--- config.mk ---
export PLATFORM = sky130hd
export DESIGN_NAME = mem_read_return
export DESIGN_NICKNAME = d
export VERILOG_FILES = /design/src/rtl/mem_rd_pkg.sv /design/src/rtl/rd_tag_pipe.sv /design/src/rtl/mem_read_return.sv
export SDC_FILE = /design/constraint.sdc
export NUM_CORES = 1
export LEC_CHECK = 0
export BUFFER_PORTS_ARGS = -buffer_cell sky130_fd_sc_hd__buf_2
export CAP_MARGIN = 25
export CORE_MARGIN = 3
export CORE_UTILIZATION = 46
export CTS_CLUSTER_DIAMETER = 150
export DETAILED_ROUTE_END_ITERATION = 12
export PLACE_DENSITY = 0.78
export SLEW_MARGIN = 20
export SYNTH_ARGS = -nofsm -noshare
export SYNTH_HDL_FRONTEND = slang
export SYNTH_HIERARCHICAL = 1
export SYNTH_SLANG_ARGS = --single-unit
export TNS_END_PERCENT = 30
--- constraint.sdc ---
create_clock -name clk -period 1.76 [get_ports clk]
set_input_delay 0.088 -clock clk [delete_from_list [all_inputs] [get_ports clk]]
set_output_delay 0.088 -clock clk [all_outputs]
set_load 0.02 [all_outputs]
--- src/rtl/mem_rd_pkg.sv ---
// Shared types and defaults for the dual-client memory read-return path.
// Latency: n/a (types only). Backpressure: n/a.
// Contents: width/latency defaults, client identifier enum, in-flight tag struct.
package mem_rd_pkg;

  localparam int DEF_ADDR_W     = 8;
  localparam int DEF_DATA_W     = 8;
  localparam int DEF_RD_LATENCY = 2;

  typedef enum logic {
    CLIENT1 = 1'b0,
    CLIENT2 = 1'b1
  } client_e;

  typedef struct packed {
    logic    valid;
    client_e client;
  } rd_tag_t;

endpackage

--- src/rtl/rd_tag_pipe.sv ---
// Shift pipeline carrying one {valid, client} tag per issued read to the return point.
// Latency: DEPTH cycles from tag_in to tag_out. Backpressure: none, advances every clock.
// Ports: clk, rst_n (async, active-low), flush (sync clear of all stages),
//        tag_in (tag of this cycle's accepted read), tag_out (oldest stage), busy (any stage valid).
module rd_tag_pipe
  import mem_rd_pkg::*;
#(
  parameter int DEPTH = 3
) (
  input  logic    clk,
  input  logic    rst_n,
  input  logic    flush,
  input  rd_tag_t tag_in,
  output rd_tag_t tag_out,
  output logic    busy
);

  rd_tag_t stage [DEPTH];

  always_ff @(posedge clk or negedge rst_n) begin
    if (!rst_n) begin
      for (int i = 0; i < DEPTH; i++) stage[i] <= '0;
    end else if (flush) begin
      for (int i = 0; i < DEPTH; i++) stage[i] <= '0;
    end else begin
      stage[0] <= tag_in;
      for (int i = 1; i < DEPTH; i++) stage[i] <= stage[i-1];
    end
  end

  assign tag_out = stage[DEPTH-1];

  always_comb begin
    busy = 1'b0;
    for (int i = 0; i < DEPTH; i++) busy = busy | stage[i].valid;
  end

endmodule

--- src/rtl/mem_read_return.sv ---
// Arbitrates two read clients onto one memory port and steers returned data to the issuer.
// Latency: RD_LATENCY+1 cycles from acceptance to rdN_valid; one read per cycle throughput.
// Backpressure: reqN_ready is the combinational grant; losing client holds valid/addr.
// Ports: clk, rst_n, first_done (priority phase), flush, req1/req2 valid/addr/ready,
//        mem_address/mem_wren/mem_q (memory port), rd1/rd2 valid/data (returns), busy.
module mem_read_return
  import mem_rd_pkg::*;
#(
  parameter int ADDR_W     = DEF_ADDR_W,
  parameter int DATA_W     = DEF_DATA_W,
  parameter int RD_LATENCY = DEF_RD_LATENCY
) (
  input  logic              clk,
  input  logic              rst_n,
  input  logic              first_done,
  input  logic              flush,
  input  logic              req1_valid,
  input  logic [ADDR_W-1:0] req1_addr,
  output logic              req1_ready,
  input  logic              req2_valid,
  input  logic [ADDR_W-1:0] req2_addr,
  output logic              req2_ready,
  output logic [ADDR_W-1:0] mem_address,
  output logic              mem_wren,
  input  logic [DATA_W-1:0] mem_q,
  output logic              rd1_valid,
  output logic [DATA_W-1:0] rd1_data,
  output logic              rd2_valid,
  output logic [DATA_W-1:0] rd2_data,
  output logic              busy
);

  logic    grant1, grant2, can_accept;
  rd_tag_t tag_in, tag_out;
  logic    ret1, ret2;

  // first_done=0 favours client 1, first_done=1 favours client 2.
  assign grant1     = req1_valid && (!first_done || !req2_valid);
  assign grant2     = req2_valid && ( first_done || !req1_valid);
  // Reset and flush both block acceptance; ready is gated directly by rst_n.
  assign can_accept = rst_n && !flush;
  assign req1_ready = grant1 && can_accept;
  assign req2_ready = grant2 && can_accept;

  assign mem_wren = 1'b0;

  always_comb begin
    tag_in        = '0;
    tag_in.valid  = req1_ready || req2_ready;
    tag_in.client = req2_ready ? CLIENT2 : CLIENT1;
  end

  always_ff @(posedge clk or negedge rst_n) begin
    if (!rst_n) begin
      mem_address <= '0;
    end else if (req1_ready) begin
      mem_address <= req1_addr;
    end else if (req2_ready) begin
      mem_address <= req2_addr;
    end
  end

  rd_tag_pipe #(
    .DEPTH (RD_LATENCY + 1)
  ) u_tag_pipe (
    .clk     (clk),
    .rst_n   (rst_n),
    .flush   (flush),
    .tag_in  (tag_in),
    .tag_out (tag_out),
    .busy    (busy)
  );

  // The oldest tag lines up with mem_q for its read; a flush on that same
  // edge discards it along with everything else in flight.
  assign ret1 = tag_out.valid && (tag_out.client == CLIENT1) && !flush;
  assign ret2 = tag_out.valid && (tag_out.client == CLIENT2) && !flush;

  always_ff @(posedge clk or negedge rst_n) begin
    if (!rst_n) begin
      rd1_valid <= 1'b0;
      rd2_valid <= 1'b0;
      rd1_data  <= '0;
      rd2_data  <= '0;
    end else begin
      rd1_valid <= ret1;
      rd2_valid <= ret2;
      if (ret1) rd1_data <= mem_q;
      if (ret2) rd2_data <= mem_q;
    end
  end

endmodule

==> flow_summary_export.csv, run 1 <==
group,metric,value,unit
outcome,status,"finished, final reports clean",
clocking,htreeDepth,2,
yosys,synth_cells,108,
timing,rsz0062_at_grt,"no",
power_and_ir_drop,p_per_area,879,nW/um^2
floorplanning,fp.dieH,60.7,um
grt,grt_first_pass_wirelength,4.97,mm
yosys,synth_xor_area_share,0,%
route,totalWireLength,3.14,mm
yosys,yosys.area.top_type,"dfrtp_1",
clocking,clock-sinks,32,
final_layout,fin_cells,207,
setup_path,r2r_setup_slack,490,ps
setup_path,r2r-start,"u_tag_pipe/tag_out[0]",
yosys,ys_seq_elements,32,
yosys,synth.top_cell.area_share,58.2,%
clocking,ctsRootBufferMaster,"clkbuf_4",
placed_design,post-place-ws,445,ps
yosys,synth_area,1380,sq um
final_layout,fillers,244,
timing,finalCritPeriodShare,96.2,%
route,drtIter0Drc,31,
setup_path,slowest_delay,530,ps
placed_design,dp_cells,191,
setup_path,cp-endpoint,"req2_ready",
clocking,numCtsBuffers,5,
setup_path,worstSetupEndpointType,"primary output",
timing,slew_headroom,62.7,%
setup_path,path_depth,5,
placed_design,gp_congestion,0.887,
setup_path,slowest_stage,"dlygate4sd3_1",
route,drt_first_pass_iters,4,
yosys,synth_common_cells,"dfrtp_1 (32), mux2_2 (16)",
setup_path,r2r_cells,3,
placed_design,port_buffers,58,
floorplanning,die_w,60.7,um
power_and_ir_drop,worst_ir_drop_vdd,0.000472,V
final_layout,fin_nets,205,
route,vias_per_cell,5.44,
yosys,syn_avg_cell_area,12.7,sq um
yosys,yosys_warnings,6,
floorplanning,io_pins,60,
yosys,synth.most_common_cell,"dfrtp_1",
final_layout,n_antenna_cell,0,
route,routedWlPerCell,15.2,um
placed_design,dp_hpwl,2.40,mm
route,route.detailed.drc,0,
timing,fin_tns_setup,0,ps
timing,layout_setup_ws,67.7,ps
yosys,synth-compound-area-share,8.73,%
final_layout,drive_gt1_share,48.9,%
clocking,clk_latency,320,ps
grt,grt_usage,19.2,%
yosys,synthMuxAreaShare,13.1,%
route,ant_nets,0,
timing,tightest_slew,558,ps
grt,grt_start_max_net_pins,34,
clocking,clk_pin_slew,80,ps
final_layout,syn_to_final_growth,30.7,%
timing,clock.fmax,591,MHz
power_and_ir_drop,power_leakage,1.01,nW
setup_path,required,1670,ps
yosys,yosys-top-cells-area,"dfrtp_1 (58%), mux2_2 (13%), o2111ai_1 (5.1%), nand4_1 (3.6%), nor2b_1 (3.2%)",
setup_path,startpoint_type,"input pin",
yosys,synth_top_family_by_area,"simple AND/OR/NAND/NOR gates",
setup_path,cp_common_cell,"buf_2",
run,maxCapViolations,0,
worst_hold_path,worstHoldPathType,"in -> reg",
timing,setup_viol,0,
yosys,yosys.area_share.simple,14.3,%
timing,finalMaxSlewViolations,0,
yosys,ys.flop_type,"dfrtp_1",
setup_path,cp_top_family,"buffers and inverters",
timing,min_period,1690,ps
yosys,yosys.cell_types.count,21,
clocking,post_cts_buffers,0,
grt,grt_overflow,0,
floorplanning,core,2810,sq um
yosys,ys_seq_area_share,58.2,%
floorplanning,num_rows,19,
setup_path,critPathMaxFanout,8,
route,vias,1126,
grt,grt_pass1_vias,1121,
yosys,synth_edf_count,0,
setup_path,worstReg2RegEnd,"rd1_data[5]",
timing,clock_skew,7.76,ps
clocking,tritoncts,"done",
setup_path,arrival,1600,ps
yosys,synth_fa_ha_area_share,0,%
setup_path,cp_num_buf_inv,3,
setup_path,cp-startpoint,"rst_n",
yosys,synthArstFlopShare,100,%
timing,final-hold-violation-count,0,
setup_path,worst-setup-path-type,"in -> out",
power_and_ir_drop,p_total,1.58,mW
grt,antenna_found_initial,0,
setup_path,path_cells,"dlygate4sd3_1, buf_2, nor2b_1, o211a_1, buf_2",
floorplanning,dieArea,3680,sq um
yosys,synth_fp_nets,138,
clocking,cts.path.max_buffers,2,
floorplanning,initial_core_util,49.1,%
==> layout by cell type (no fill, tap or decap), drive strengths merged <==
cell	Yosys	final
nand3	8	8
nor2b	7	7
nor3b	1	1
nand2b	1	1
o2111ai	8	8
and3	1	1
inv	2	2
nand4	8	8
nand3b	1	1
dfrtp	32	32
buf	9	61
clkbuf	0	8
nand2	1	1
mux2	16	16
o21ai	8	8
or3	1	1
conb	1	1
o211a	1	1
nor2	2	2
dlygate4sd3	0	8
==> final cells by class <==
type	instances	area [sq um]	area share, %
clock buffers	8	58.8	3.27
flip-flops and latches	32	801	44.5
multi-input cells	65	500	27.8
inverters	2	7.51	0.417
well taps	31	38.8	2.16
repair buffers	69	393	21.8
==> metrics by stage <==
| step | hold slack [ps] | util (%) | cell area [sq um] |
|---|---|---|---|
| 5_1_grt | 4.12 | 64.1 | 1800 |
| 3_5_place_dp | 139 | 59.2 | 1660 |
| 2_1_floorplan | -208 | - | 1380 |
| 4_1_cts | 3.08 | 64.1 | 1800 |
| 6_report | 22.8 | 64.1 | 1800 |
| 3_3_place_gp | 126 | 59.2 | 1660 |
==> worst min-delay path by stage <==
| stage | start | endpoint | slack, ps | cells past startpoint |
|---|---|---|---|---|
| global route | mem_q[0] | rd1_data[0] | 4 | 2 |
| floorplan | rst_n | mem_address[0] | -210 | 0 |
| CTS | mem_q[0] | rd2_data[0] | 3 | 2 |
| detailed placement | rst_n | rd1_data[6] | 140 | 2 |
| global placement | rst_n | rd2_data[2] | 130 | 2 |
| finish | mem_q[0] | rd2_data[0] | 20 | 2 |
==> flip-flops by register name, indices dropped and copies added (netlist names) <==
name	cells
rd2_valid	1
rd1_valid	1
rd2_data	8
u_tag_pipe/tag_out	2
u_tag_pipe/stage	4
rd1_data	8
mem_address	8
==> kinds of logic (layout without fill, tap and decap cells) <==
group,after synthesis,count (layout)
compound gates,17,17
mux,16,16
other cells,1,1
flops,32,32
simple gates,31,31
buf+inv,11,79
==> report_power, final <==
group          internal [mW]  switching [mW]  leakage [nW]  total [mW]
Sequential             0.800          0.0356         0.427       0.836
Clock                  0.197           0.218        0.0326       0.415
Combinational          0.130           0.200         0.550       0.331
==> repair_timing <==
item	4_1_cts	5_1_grt
setup endpoints to repair	0	0
hold buffers	8	0
endpoints found under the hold margin	43	0
resized for setup	0	0
==> layer usage <==
metal	vias to the layer above	track usage, %	wire length (um)
li1	531	-	-
met1	533	22.3	1240
met3	8	8.72	289
met4	0	8.98	66
met5	-	0	0
met2	54	30.5	1540
(Power assumes the default switching activity.)
==> run 2: changes to the inputs <==
==> constraint.sdc (replaced) <==
create_clock -name clk -period 1.76 [get_ports clk]
set_input_delay 0.088 -clock clk [delete_from_list [all_inputs] [get_ports clk]]
set_output_delay 0.088 -clock clk [all_outputs]
set_load 0.1 [all_outputs]
==> run 2 against run 1 <==
Cell area increased by 2.6%. Routed wire length decreased by 4.3%. Final cell count increased by 0.97%. Via count decreased by 0.44%. Sequential share of layout area decreased by 1.1 points. Largest power group unchanged. Count of clock-buffer cells in the layout decreased by 2. Sequential power about the same. Worst setup slack improved by 130 ps. Critical path depth unchanged. Core utilization increased by 1.7 points. Highest routed layer unchanged. Total power increased by 24%.
==> flow_summary_export.csv, run 2 (synthesis gave the netlist of run 1 again) <==
group,metric,value,unit
outcome,status,"finished, final reports clean",
worst_hold_path,hold_depth,3,
timing,clock_skew,9.88,ps
placed_design,dp_cells,191,
floorplanning,fp.dieH,60.7,um
setup_path,startpoint_type,"input pin",
worst_hold_path,whs_endpoint,"mem_address[7]",
timing,fin_tns_setup,0,ps
timing,tightest_slew,553,ps
grt,grt_first_pass_wirelength,4.82,mm
timing,finalCritPeriodShare,89.0,%
power_and_ir_drop,pwr-share-comb,38.6,%
final_layout,final_cell_mix,"buf_2 (56), dfrtp_1 (32), mux2_2 (16)",
setup_path,arrival,1480,ps
final_layout,fin_util,65.8,%
clocking,clk_pin_slew,90,ps
final_layout,fin_cells,209,
setup_path,cp_top_family,"buffers and inverters",
floorplanning,num_rows,19,
setup_path,path_cells,"dlygate4sd3_1, buf_2, nor2b_1, o211a_1, buf_12",
clocking,tritoncts,"done",
floorplanning,io_pins,60,
floorplanning,core,2810,sq um
power_and_ir_drop,power_leakage,1.02,nW
power_and_ir_drop,p_total,1.97,mW
placed_design,dp_hpwl,2.16,mm
power_and_ir_drop,pwr-share-clk,19.0,%
grt,grt_util_met3,7.66,%
worst_hold_path,hp-start,"req1_addr[7]",
grt,grt_overflow,0,
power_and_ir_drop,switchingPower,0.883,mW
setup_path,r2r-start,"u_tag_pipe/tag_out[0]",
clocking,post_cts_buffers,0,
final_layout,fillers,218,
timing,clock.fmax,639,MHz
timing,setup_viol,0,
final_layout,postLayoutCellArea,1850,sq um
final_layout,multiInputGateArea,500,sq um
route,vias,1121,
clocking,cts_resized,0,
timing,worst_hold_slack,18.4,ps
route,drt_first_pass_iters,4,
route,vias_per_cell,5.36,
run,maxCapViolations,0,
clocking,numCtsBuffers,5,
grt,grt_start_max_net_pins,29,
setup_path,r2r_setup_slack,510,ps
setup_path,critPathMaxFanout,7,
grt,grtUsageMet1,21.6,%
route,totalWireLength,3.01,mm
setup_path,worstSetupEndpointType,"primary output",
placed_design,dpl_cell_area,1690,sq um
floorplanning,dieArea,3680,sq um
placed_design,port_buffers,58,
final_layout,top_regs,"mem_address (8), rd1_data (8), rd2_data (8)",
grt,grt_busiest_layer,"met2",
timing,slew_headroom,63.0,%
floorplanning,initial_core_util,49.1,%
placed_design,post-place-ws,524,ps
route,routedWlPerCell,14.4,um
timing,finalMaxSlewViolations,0,
timing,layout_setup_ws,194,ps
setup_path,worst-setup-path-type,"in -> out",
timing,min_period,1570,ps
clocking,ctsRootBufferMaster,"clkbuf_4",
timing,final-hold-violation-count,0,
power_and_ir_drop,swShare,44.8,%
route,drtIter0Drc,43,
setup_path,worstReg2RegEnd,"rd1_data[6]",
final_layout,layout_commonest_cell,"buf_2",
grt,grt_usage,18.5,%
grt,use_met2,29.9,%
timing,rsz0062_at_grt,"no",
final_layout,final-seq-area,801,sq um
setup_path,slowest_stage,"dlygate4sd3_1",
power_and_ir_drop,p_int,1.09,mW
final_layout,fin_nets,208,
final_layout,n_antenna_cell,0,
clocking,htreeDepth,2,
setup_path,r2r_cells,3,
setup_path,slowest_delay,520,ps
power_and_ir_drop,power.share.sequential,42.4,%
grt,grt_pass1_vias,1076,
clocking,clk_latency,330,ps
clocking,clock-sinks,32,
placed_design,gp_congestion,0.780,
floorplanning,die_w,60.7,um
route,ant_nets,0,
setup_path,required,1670,ps
power_and_ir_drop,worst_ir_drop_vdd,0.000686,V
clocking,cts.path.max_buffers,2,
final_layout,syn_to_final_growth,34.2,%
worst_hold_path,worstHoldPathType,"in -> reg",
grt,antenna_found_initial,0,
setup_path,cp_num_buf_inv,3,
power_and_ir_drop,p_per_area,1070,nW/um^2
route,route.detailed.drc,0,
final_layout,drive_gt1_share,48.3,%
[run 2: cell count changes in the layout (fill, tap and decap cells not counted), sizes merged]
cell / delta
clkinv: +1
dlygate4sd3: +3
clkbuf: -2
[run 2: power groups by stage]
stage / Combinational (mW) / Sequential (mW) / Clock [mW]
2_1_floorplan: 0.129 / 1.31 / 0
3_3_place_gp: 0.737 / 0.845 / 0
3_5_place_dp: 0.744 / 0.847 / 0
4_1_cts: 0.763 / 0.835 / 0.391
5_1_grt: 0.792 / 0.844 / 0.420
6_report: 0.760 / 0.834 / 0.374
[run 2: tightest hold or removal path, delay by kind of cell]
| family | cells | cell delay, ps |
|---|---|---|
| buf+inv | 1 | 80 |
| simple gates | 2 | 140 |
[run 2: timing repair]
action | 4_1_cts | 5_1_grt
setup endpoints to repair | 0 | 0
hold buffers | 11 | 0
hold endpoints to repair | 44 | 0
[run 2: worst max path at each step]
stage / startpoint / to / slack, ps / cells after the start
after detailed placement: u_tag_pipe/tag_out[0] / rd1_data[3] / 520 / 3
after global routing: rst_n / req2_ready / 90 / 5
after global placement: u_tag_pipe/tag_out[0] / rd1_data[4] / 570 / 3
after floorplan: rst_n / u_tag_pipe/stage[4] / 320 / 5
final: rst_n / req2_ready / 190 / 5
after CTS: rst_n / req2_ready / 200 / 5
[run 2: layer usage]
metal	share of wire, %	up-vias
met5	0	-
met4	1.8	0
met3	9.9	6
met2	47	62
met1	41	515
li1	-	538
[run 2: cell type report]
type | instances | area share, %
repair buffers | 72 | 24.5
well taps | 31 | 2.10
clock inverters | 1 | 0.271
inverters | 2 | 0.407
flip-flops and latches | 32 | 43.4
multi-input cells | 65 | 27.1
clock buffers | 6 | 2.24
==> run 3: changes to the inputs <==
--- a/config.mk
+++ b/config.mk
@@ -5,13 +5,13 @@
 export SDC_FILE = /design/constraint.sdc
 export NUM_CORES = 1
 export LEC_CHECK = 0
+export ABC_AREA = 1
 export BUFFER_PORTS_ARGS = -buffer_cell sky130_fd_sc_hd__buf_2
-export CAP_MARGIN = 25
 export CORE_MARGIN = 3
-export CORE_UTILIZATION = 46
+export CORE_UTILIZATION = 47
 export CTS_CLUSTER_DIAMETER = 150
 export DETAILED_ROUTE_END_ITERATION = 12
-export PLACE_DENSITY = 0.78
+export PLACE_DENSITY = 0.89
 export SLEW_MARGIN = 20
 export SYNTH_ARGS = -nofsm -noshare
 export SYNTH_HDL_FRONTEND = slang
==> run 3 against run 2 <==
Sequential share of layout area decreased by 0.18 points. Worst hold slack better by 4.9 ps. Register-to-register slack better by 140 ps. Area after synthesis up 4.5%. First-iteration DRC count shrank 44%. Critical path depth grew 2. Core utilization decreased by 0.29 points. Critical path type unchanged. Critical endpoint unchanged. Largest power group is now combinational logic.
==> flow_summary_export.csv, run 3 <==
group,metric,value,unit
clocking,post_cts_buffers,0,
clocking,numCtsBuffers,5,
final_layout,layout_commonest_cell,"buf_2",
grt,antenna_found_initial,0,
yosys,synth_fp_nets,188,
yosys,ys_seq_elements,32,
grt,grt_pass1_vias,1117,
grt,grt_busiest_layer,"met2",
route,vias,1215,
setup_path,worstSetupEndpointType,"primary output",
final_layout,fillers,222,
placed_design,dp_hpwl,2.22,mm
final_layout,fin_cells,253,
setup_path,worst-setup-path-type,"in -> out",
final_layout,drive_gt1_share,34.2,%
yosys,synth_cells,158,
run,maxCapViolations,0,
setup_path,startpoint_type,"input pin",
final_layout,final-seq-area,801,sq um
clocking,ctsRootBufferMaster,"clkbuf_4",
clocking,tritoncts,"done",
floorplanning,die_w,61.3,um
final_layout,n_antenna_cell,0,
yosys,ys.flop_type,"dfrtp_1",
grt,grt_usage,17.2,%
yosys,yosys.cell_types.count,18,
route,drtIter0Drc,24,
placed_design,post-place-ws,610,ps
route,ant_nets,0,
floorplanning,initial_core_util,50.9,%
setup_path,critPathMaxFanout,13,
placed_design,port_buffers,58,
timing,clock.fmax,627,MHz
timing,final-hold-violation-count,0,
setup_path,cp-startpoint,"rst_n",
clocking,clock-sinks,32,
placed_design,gp_congestion,0.779,
grt,use_met2,26.7,%
power_and_ir_drop,power_leakage,1.08,nW
timing,min_period,1590,ps
power_and_ir_drop,p_total,2.21,mW
grt,grt_first_pass_wirelength,4.76,mm
route,drt_first_pass_iters,4,
final_layout,postLayoutCellArea,1850,sq um
clocking,clk_latency,320,ps
timing,finalMaxSlewViolations,0,
route,route.detailed.drc,0,
floorplanning,num_rows,19,
grt,grt_util_met3,4.40,%
yosys,synth.top_cell.area_share,55.7,%
route,totalWireLength,2.82,mm
final_layout,multiInputGateArea,497,sq um
timing,worst_hold_slack,23.3,ps
clocking,cts.path.max_buffers,2,
placed_design,dp_cells,243,
timing,clock_skew,3.58,ps
timing,fin_tns_setup,0,ps
yosys,synth.most_common_cell,"nand2_1",
yosys,yosys.area.top_type,"dfrtp_1",
yosys,ys_seq_area_share,55.7,%
grt,grt_start_max_net_pins,23,
worst_hold_path,hp-start,"mem_q[2]",
timing,setup_viol,0,
final_layout,top_regs,"mem_address (8), rd1_data (8), rd2_data (8)",
setup_path,required,1670,ps
floorplanning,fp.dieH,61.3,um
yosys,syn_avg_cell_area,9.11,sq um
route,vias_per_cell,4.80,
yosys,yosys-top-cells-area,"dfrtp_1 (56%), nand2_1 (9.1%), inv_1 (7.0%), nand3_1 (5.6%), o21ai_0 (4.9%)",
yosys,synth_edf_count,0,
route,routedWlPerCell,11.2,um
setup_path,r2r_setup_slack,650,ps
yosys,synth_area,1440,sq um
floorplanning,core,2830,sq um
setup_path,r2r-start,"u_tag_pipe/tag_out[0]",
grt,grt_overflow,0,
timing,finalCritPeriodShare,90.6,%
floorplanning,dieArea,3760,sq um
power_and_ir_drop,worst_ir_drop_vdd,0.000694,V
final_layout,fin_nets,251,
yosys,synth_common_cells,"nand2_1 (35), dfrtp_1 (32), inv_1 (27), nand3_1 (16), o21ai_0 (14)",
timing,rsz0062_at_grt,"no",
floorplanning,io_pins,60,
outcome,status,"finished, final reports clean",
clocking,clk_pin_slew,90,ps
timing,layout_setup_ws,166,ps
yosys,yosys_warnings,6,
yosys,synthArstFlopShare,100,%
final_layout,syn_to_final_growth,28.9,%
clocking,htreeDepth,2,
final_layout,final_cell_mix,"buf_2 (55), nand2_1 (35), dfrtp_1 (32)",
placed_design,dpl_cell_area,1770,sq um
power_and_ir_drop,p_per_area,1190,nW/um^2
worst_hold_path,worstHoldPathType,"in -> reg",
setup_path,arrival,1510,ps
final_layout,fin_util,65.5,%
grt,grtUsageMet1,22.9,%
-- run 3: cell types whose count changed after synthesis, moves of 5 or more --
cell | previous run | this run
nand4_1 | 8 | 0
mux2_2 | 16 | 0
o21bai_1 | 0 | 8
o21ai_0 | 8 | 14
inv_1 | 1 | 27
o2111ai_1 | 8 | 0
nor2b_1 | 7 | 0
nand2_1 | 1 | 35
nor2_1 | 2 | 7
nand3_1 | 8 | 16
-- run 3: critical path, stage by stage --
cell           delay, ps
dlygate4sd3_1        530
buf_4                200
inv_2                 60
nor2_4               130
nand3_4              150
inv_1                150
buf_12               190
-- run 3: cells by family after synthesis --
| kind of cell | Yosys count | synth area share [%] |
|---|---|---|
| flip-flops | 32 | 55.7 |
| AO/OA/AOI/OAI | 24 | 9.74 |
| AND/OR/NAND/NOR | 67 | 24.5 |
| buffers and inverters | 34 | 9.83 |
| other | 1 | 0.261 |
-- run 3: timing repair --
action | 4_1_cts | 5_1_grt
hold endpoints to repair | 33 | 0
hold buffers | 2 | 0
endpoints found under the setup margin | 0 | 1
gates resized for setup | 0 | 2
-- run 3: layout make-up --
| class | instances | area share, % |
|---|---|---|
| inverter | 29 | 5.87 |
| clock buffer | 8 | 3.17 |
| tap | 31 | 2.09 |
| sequential | 32 | 43.2 |
| multi-input combinational | 92 | 26.8 |
| timing repair buffer | 61 | 18.9 |
-- run 3: worst paths after layout --
| check | end | depth (start not counted) |
|---|---|---|
| min in group asynchronous | u_tag_pipe/stage[3] | 2 |
| max in group asynchronous | rd2_data[7] | 3 |
| setup / recovery | req2_ready | 7 |
| hold / removal | rd2_data[2] | 3 |
| setup reg to reg | rd1_data[7] | 4 |
| hold reg to reg | u_tag_pipe/stage[2] | 2 |
-- run 3: layer usage --
metal | part of all wire (%) | up-vias | routed length, um
li1 | - | 615 | -
met1 | 42 | 571 | 1170
met2 | 53 | 24 | 1500
met3 | 3.9 | 5 | 110
met4 | 1.3 | 0 | 38
met5 | 0 | - | 0
-- run 3: power by group --
part | leakage, nW | switching, mW | internal (mW)
Sequential | 0.423 | 0.0431 | 0.818
Combinational | 0.620 | 0.785 | 0.147
Clock | 0.0326 | 0.222 | 0.197
